## src/rtl/perf_dump_ctrl.sv

```systemverilog
// perf_dump_ctrl: saturating per-event counters plus a cycle counter, dumped as snapshots over one valid/ready stream
//   clk          clock
//   rst          synchronous reset, active-low
//   event_i      per-cycle event pulses, one bit per counter
//   clear_i      zero the live counters and the period timer
//   dump_req_i   request an immediate dump
//   cycle_cnt_o  free-running 64-bit cycle count
//   log_valid_o  registered log window enable
//   out_valid_o, out_ready_i, out_id_o, out_count_o, out_cycle_o
//                snapshot stream: one entry per event index, all sharing the snapshot cycle
//   busy_o       a dump is being sent or is queued
//   overrun_o    sticky: a trigger arrived while one was already queued
module perf_dump_ctrl #(
    parameter int EVENT_NUM   = 8,
    parameter int CNT_WIDTH   = 32,
    parameter int DUMP_PERIOD = 4096,
    parameter int LOG_START   = 0,
    parameter int LOG_END     = 0
) (
    input  logic                         clk,
    input  logic                         rst,
    input  logic [EVENT_NUM-1:0]         event_i,
    input  logic                         clear_i,
    input  logic                         dump_req_i,
    output logic [63:0]                  cycle_cnt_o,
    output logic                         log_valid_o,
    output logic                         out_valid_o,
    input  logic                         out_ready_i,
    output logic [$clog2(EVENT_NUM)-1:0] out_id_o,
    output logic [CNT_WIDTH-1:0]         out_count_o,
    output logic [63:0]                  out_cycle_o,
    output logic                         busy_o,
    output logic                         overrun_o
);
    localparam int IDW = $clog2(EVENT_NUM);
    localparam logic [IDW-1:0] LAST_ID = IDW'(EVENT_NUM - 1);
    localparam logic [CNT_WIDTH-1:0] CNT_MAX = '1;
    localparam logic [31:0] PER_LAST = 32'(DUMP_PERIOD - 1);

    typedef enum logic {S_IDLE, S_SEND} state_t;

    state_t                state_q, state_d;
    logic                  pend_q, pend_d;
    logic                  ovr_q, ovr_d;
    logic [IDW-1:0]        idx_q, idx_d;
    logic [63:0]           cycle_q, cycle_d;
    logic [63:0]           out_cycle_q, out_cycle_d;
    logic                  log_q, log_d;
    logic [31:0]           timer_q, timer_d;
    logic [CNT_WIDTH-1:0]  live_q [EVENT_NUM];
    logic [CNT_WIDTH-1:0]  live_d [EVENT_NUM];
    logic [CNT_WIDTH-1:0]  shadow_q [EVENT_NUM];
    logic [CNT_WIDTH-1:0]  shadow_d [EVENT_NUM];
    logic [CNT_WIDTH-1:0]  bumped [EVENT_NUM];
    logic                  per_trig, trig, take;
    logic signed [64:0]    cyc_s;

    assign cycle_d = cycle_q + 64'd1;

    // Window is evaluated on the next count so log_valid_o lines up with cycle_cnt_o.
    assign cyc_s = $signed({1'b0, cycle_d});
    assign log_d = (cyc_s >= $signed(65'(LOG_START))) && (LOG_END == 0 || cyc_s < $signed(65'(LOG_END)));

    assign per_trig = (DUMP_PERIOD != 0) && (timer_q == PER_LAST);
    assign trig     = per_trig || dump_req_i;
    assign timer_d  = (DUMP_PERIOD == 0 || clear_i || per_trig) ? 32'd0 : timer_q + 32'd1;

    // Live value plus this cycle's event, saturated; feeds both the live update and the snapshot.
    always_comb begin
        for (int i = 0; i < EVENT_NUM; i++)
            bumped[i] = (event_i[i] && live_q[i] != CNT_MAX) ? live_q[i] + CNT_WIDTH'(1) : live_q[i];
    end

    always_comb begin
        state_d     = state_q;
        pend_d      = pend_q;
        ovr_d       = ovr_q;
        idx_d       = idx_q;
        out_cycle_d = out_cycle_q;
        shadow_d    = shadow_q;
        take        = 1'b0;
        case (state_q)
            S_IDLE: begin
                if (trig || pend_q) begin
                    take        = 1'b1;
                    shadow_d    = bumped;
                    out_cycle_d = cycle_q;
                    idx_d       = '0;
                    pend_d      = 1'b0;
                    state_d     = S_SEND;
                end
            end
            S_SEND: begin
                if (trig) begin
                    if (pend_q)
                        ovr_d = 1'b1;
                    else
                        pend_d = 1'b1;
                end
                if (out_ready_i) begin
                    if (idx_q == LAST_ID)
                        state_d = S_IDLE;
                    else
                        idx_d = idx_q + IDW'(1);
                end
            end
            default: state_d = S_IDLE;
        endcase
    end

    // A snapshot moves the counts into the shadows, so the live window restarts from zero.
    always_comb begin
        for (int i = 0; i < EVENT_NUM; i++)
            live_d[i] = (take || clear_i) ? '0 : bumped[i];
    end

    always_ff @(posedge clk) begin
        if (!rst) begin
            state_q     <= S_IDLE;
            pend_q      <= 1'b0;
            ovr_q       <= 1'b0;
            idx_q       <= '0;
            cycle_q     <= '0;
            out_cycle_q <= '0;
            log_q       <= 1'b0;
            timer_q     <= '0;
            live_q      <= '{default: '0};
            shadow_q    <= '{default: '0};
        end else begin
            state_q     <= state_d;
            pend_q      <= pend_d;
            ovr_q       <= ovr_d;
            idx_q       <= idx_d;
            cycle_q     <= cycle_d;
            out_cycle_q <= out_cycle_d;
            log_q       <= log_d;
            timer_q     <= timer_d;
            live_q      <= live_d;
            shadow_q    <= shadow_d;
        end
    end

    assign cycle_cnt_o = cycle_q;
    assign log_valid_o = log_q;
    assign out_valid_o = (state_q == S_SEND);
    assign out_id_o    = idx_q;
    assign out_count_o = shadow_q[idx_q];
    assign out_cycle_o = out_cycle_q;
    assign busy_o      = (state_q == S_SEND) || pend_q;
    assign overrun_o   = ovr_q;
endmodule

```

## config.mk

```make
export PLATFORM = sky130hd
export DESIGN_NAME = perf_dump_ctrl
export DESIGN_NICKNAME = d
export VERILOG_FILES = /design/src/rtl/perf_dump_ctrl.sv
export SDC_FILE = /design/constraint.sdc
export NUM_CORES = 1
export LEC_CHECK = 0
export ABC_CLOCK_PERIOD_IN_PS = 5300
export CAP_MARGIN = 20
export CORE_MARGIN = 4
export CORE_UTILIZATION = 44
export CTS_BUF_LIST = sky130_fd_sc_hd__clkbuf_4
export CTS_CLUSTER_DIAMETER = 30
export CTS_CLUSTER_SIZE = 24
export DETAILED_ROUTE_END_ITERATION = 16
export GPL_ROUTABILITY_DRIVEN = 0
export SYNTH_ARGS = -nofsm -noshare
export SYNTH_HDL_FRONTEND = slang
export SYNTH_SLANG_ARGS = --single-unit
```

## constraint.sdc

```tcl
create_clock -name clk -period 5.3 [get_ports clk]
set_input_delay 0.795 -clock clk [delete_from_list [all_inputs] [get_ports clk]]
set_output_delay 0.795 -clock clk [all_outputs]
set_load 0.1 [all_outputs]
```

== After elaboration in Yosys (flattened, before gate mapping) ==
Index checks and enable logic that the tools add are counted.

* Bits in registers: 679
* Input port bits: 13
* Output and inout bits: 167
* Word-level logic and storage cells: 96

* Add/subtract/negate cells: 11
* Magnitude comparators: 2
* Equal/unequal tests: 14
* Mux-type cells: 23
* Bitwise logic cells: 3
* Reduce and logical (&&, ||, !) cells: 19

{| class="wikitable"
|+ Operators with widths
! operator !! count
|-
| $mux 32 || 10
|-
| $add 32x1->32 const B || 9
|-
| $ne 32x32->1 const B || 8
|-
| $bmux 32 s3 || 1
|-
| $add 64x1->64 const B || 1
|-
| $ge 64x1->1 const B || 1
|-
| $eq 32x12->1 const B || 1
|-
| $mux 3 || 3
|-
| $logic_and 1x1->1 || 8
|-
| $mux 1 || 6
|-
| $ne 2x2->1 const B || 3
|-
| $pmux 3 s2 || 1
|-
| $reduce_and 3->1 || 2
|-
| $logic_or 1x1->1 || 5
|-
| $ge 4x4->1 const B || 1
|-
| $not 3->4 || 1
|-
| $pmux 1 s2 || 2
|-
| $reduce_and 2->1 || 2
|-
| $reduce_or 2->1 || 2
|-
| $add 3x1->3 const B || 1
|-
| $eq 3x3->1 const B || 1
|-
| $ne 2x1->1 const B || 1
|-
| $not 1->1 || 2
|}

== Longest topological paths before layout ==
* Depth in word-level cells: 7
* Gate-level depth with buffers: 10
* Depth with buffers taken out: 7

== Least setup slack after synthesis ==
No wires, ideal clock.

* Path type: reg-to-output
* From: register idx_q[0], in the netlist out_id_o[0]
* To: output port out_count_o[2]
* Arrival: 3.087 ns
* Data required time: 4.505 ns
* Path slack: 1.418 ns
* Cell stages (with the launch flop): 5
* Buffers on the path: 2
* Cells stage by stage: dfxtp_1 -> buf_1 -> buf_1 -> mux4_2 -> mux2_2

* Longest elaborated chain between the ends: 4

{| class="wikitable"
|+ RTL lines
! what !! RTL line !! text
|-
| from (decl) || 45 || <nowiki>logic [IDW-1:0] idx_q, idx_d;</nowiki>
|-
| from (signal assigned) || 133 || <nowiki>idx_q <= idx_d;</nowiki>
|-
| $not 3->4 (not written as such) || 147 || <nowiki>assign out_count_o = shadow_q[idx_q];</nowiki>
|-
| $bmux 32 s3 || 147 ||
|-
| $mux 32 (not written as such) (2 in a row) || 147 ||
|-
| to (decl) || 30 || <nowiki>output logic [CNT_WIDTH-1:0] out_count_o,</nowiki>
|}

Every way passes these cells. The select of a mux whose other input is x is not followed.

== Worst setup path in the final report ==
* From: register idx_q[0], in the netlist out_id_o[0]
* To: output port out_count_o[19]

Same word-level chain as after synthesis.

==> results.cfg <==
[status]
status = finished clean

[worst_setup_path]
required_ps = 4510
crit_path_top_delay_cell = clkdlybuf4s50_1
critPathTopFamily = buffers and inverters
endpoint_kind = output port
cp_num_buf_inv = 2
cp_max_fo = 35
cp-start-kind = register
cp_slowest_stage_delay_ps = 970
crit_arrival_ps = 4140
crit_type = register to output port
crit_chain = buf_4 -> mux4_2 -> mux2_2 -> clkdlybuf4s50_1

[synth]
ys.flop_type = dfxtp_1
ys_seq_elements = 679
synthCells = 3298
avgSynthCellArea_um2 = 8.812
synth_top_area_frac = 0.4677
synth_area_um2 = 29060
synth_edf_count = 0
ys_top_cells_by_area = dfxtp_1 47%, a21oi_1 5.4%, nor2_1 5.3%, mux4_2 5.0%, o21ai_0 4.9%
synth_seq_area_share = 0.4677
synth_nets = 3323
synth_cell_types = 61
yosys_warnings = 0
yosysTopAreaCell = dfxtp_1
async_flop_share = 0

[grt]
antenna_found_initial = 4
busiest_layer = met2
grt.overflow.total = 0
use_met3 = 0.06822
met2_usage = 0.3806
grt_first_pass_wirelength_mm = 139.8
track_usage = 0.2540
grtUsageMet1 = 0.3482
grt_pass1_vias = 23720
grt_max_degree = 235

[clock_tree]
clk_pin_slew_ps = 100
cts_buffer_depth = 3
root_buffer = clkbuf_4
cts_tree = yes
cts_setup_buffers = 0
cts.repair.resized = 0
numCtsBuffers = 140
h-tree-depth = 4
ctsHoldBuffers = 0
insertion_delay_ps = 1010
cts.sinks = 679

[timing]
finalCriticalPeriod_ps = 4938
drv_slew = 0
worst_pin_slew_ps = 1134
final.setup.tns_ps = 0
relSlewSlack = 0.2378
max_freq_ghz = 0.2025
rsz0062_at_grt = false
setup_viol_count_final = 0
final_hold_viol_count = 0
fin_crit_sh = 0.9317
worst_slack_ps = 362.1
finalClockSkew_ps = 71.62

[finish]
multi_input_area_um2 = 14580
fin_cells = 4426
postLayoutCoreUtil = 0.5209
seq_area_um2 = 13600
area_delta_synth_final_pct = 16.37
drive_above_1_share = 0.1092
fill_cells = 6076
nNetsFinal = 3473

[drt]
ant_nets = 0
drcViolationCount = 0
vias_per_cell = 5.721
drtPass1Iterations = 6
routed_wl_mm = 91.99
drt_iter0_markers = 2317
vias = 25320
wl_per_cell_um = 20.78

[floorplanning]
io_pins = 180
core.rowCount = 93
start_util = 0.4476
dieArea_um2 = 70230
fp.dieW_um = 265.0
coreArea_um2 = 64930
die-height_um = 265.0

[min_path]
hp-class = primary input to register

[placement]
dp_hpwl_mm = 65.40
dp.cells = 4159
io_buffers = 179
pre_cts_ws_ps = 1340

[pwr]
power_uw = 11300
p_leak_uw = 0.01116
powerDensity_nw_per_um2 = 334.1
ir_drop_v = 0.0002724

[flow_run]
cap_viol_max_count = 0
-- sequential cells by signal, indices dropped and copies added (netlist names) --
signal       cells
timer_q         32
overrun_o        1
shadow_q       256
out_valid_o      1
pend_q           1
log_valid_o      1
out_id_o         3
live_q         256
out_cycle_o     64
cycle_cnt_o     64
-- routing by layer --
layer / vias to the layer above / part of all wire
met5: - / 0
met4: 0 / 0.039
met3: 157 / 0.077
met2: 863 / 0.44
met1: 12250 / 0.45
li1: 12060 / -
-- worst min-delay path, stage by stage --
cell and delay, ps:
buf_6 170, o21ai_0 110, a21oi_1 50
-- path summary, 6_finish.rpt --
check | start | to | slack, ps | cells past startpoint
setup / recovery | out_id_o[0]$_SDFFE_PN0P_ | out_count_o[19] | 360 | 4
setup reg to reg | timer_q[0]$_SDFF_PP0_ | live_q[143]$_SDFF_PP0_ | 1980 | 8
hold / removal | rst | shadow_q[137]$_SDFFE_PN0P_ | 170 | 3
hold reg to reg | overrun_o$_SDFFE_PN0P_ | overrun_o$_SDFFE_PN0P_ | 450 | 2
-- cells in the final DEF (no fill, tap or decap), types with 7 or more instances in the layout --
master	count
diode_2	9
clkinv_4	8
nand2_1	300
a21oi_1	313
mux2i_1	17
clkbuf_4	157
o211ai_1	7
bufinv_16	26
mux2_2	33
o21ai_0	284
xor2_1	145
nand3_1	172
buf_4	14
and3_1	66
nor3_1	76
clkinv_2	22
nor4_1	43
mux4_2	64
inv_1	24
nand4_1	119
and2_1	14
nor2b_1	8
dfxtp_1	676
or4_1	17
clkinv_1	14
or2_2	10
a31oi_1	12
and4_1	50
xnor2_1	139
nor2_1	412
clkinvlp_4	19
or3_1	23
clkdlybuf4s50_1	178
ha_1	12
-- cell usage after synthesis (4+ instances only) --
cell	number
or4_1	17
a21o_1	4
mux2i_1	17
o21ai_0	284
nor2_1	412
nor2b_1	8
mux4_2	64
ha_1	12
nand2_1	300
and2_1	14
and4_1	50
nand4_1	119
or2_2	10
o211ai_1	7
nor3_1	76
a31oi_1	12
nor3b_1	6
a21oi_1	313
or3_1	24
buf_2	63
dfxtp_1	679
and3_1	66
nor4_2	4
inv_1	25
buf_1	10
clkbuf_1	118
mux2_2	33
nand2b_1	5
nor4_1	44
xnor2_1	139
xor2_1	145
nand3_1	172
o21a_1	5
-- power by group --
part	internal, uW	leakage [uW]	total (uW)	switching, uW
clock network	2800	0.00128	5090	2290
registers	5250	0.00551	5400	150
logic	237	0.00437	811	574
total	8290	0.0112	11300	3010
-- through the flow --
stage               area (um^2)  hold slack (ps)
floorplan                 29060            419.9
global placement          31350            434.7
detailed placement        31350            437.3
CTS                       33760            55.07
global route              33810            89.85
finish                    33820            173.1
-- layout make-up --
| type | instances | area share |
|---|---|---|
| Antenna cell | 9 | 0.0006659 |
| Clock buffer | 157 | 0.03485 |
| Clock inverter | 99 | 0.03640 |
| Inverter | 25 | 0.002849 |
| Multi-Input combinational cell | 2402 | 0.4312 |
| Sequential cell | 679 | 0.4022 |
| Tap cell | 855 | 0.03163 |
| Timing Repair Buffer | 200 | 0.06023 |
-- cell families after synthesis --
kind of cell / after synthesis / synth area share
AOI/OAI and AO/OA: 650 / 0.1175
muxes: 114 / 0.06824
DFF: 679 / 0.4677
xor gates and xnor gates: 284 / 0.08559
adders and majority gates: 12 / 0.005166
buffers and inverters: 217 / 0.03100
and+or+nand+nor: 1342 / 0.2248
Power figures use the tool's default switching activity.
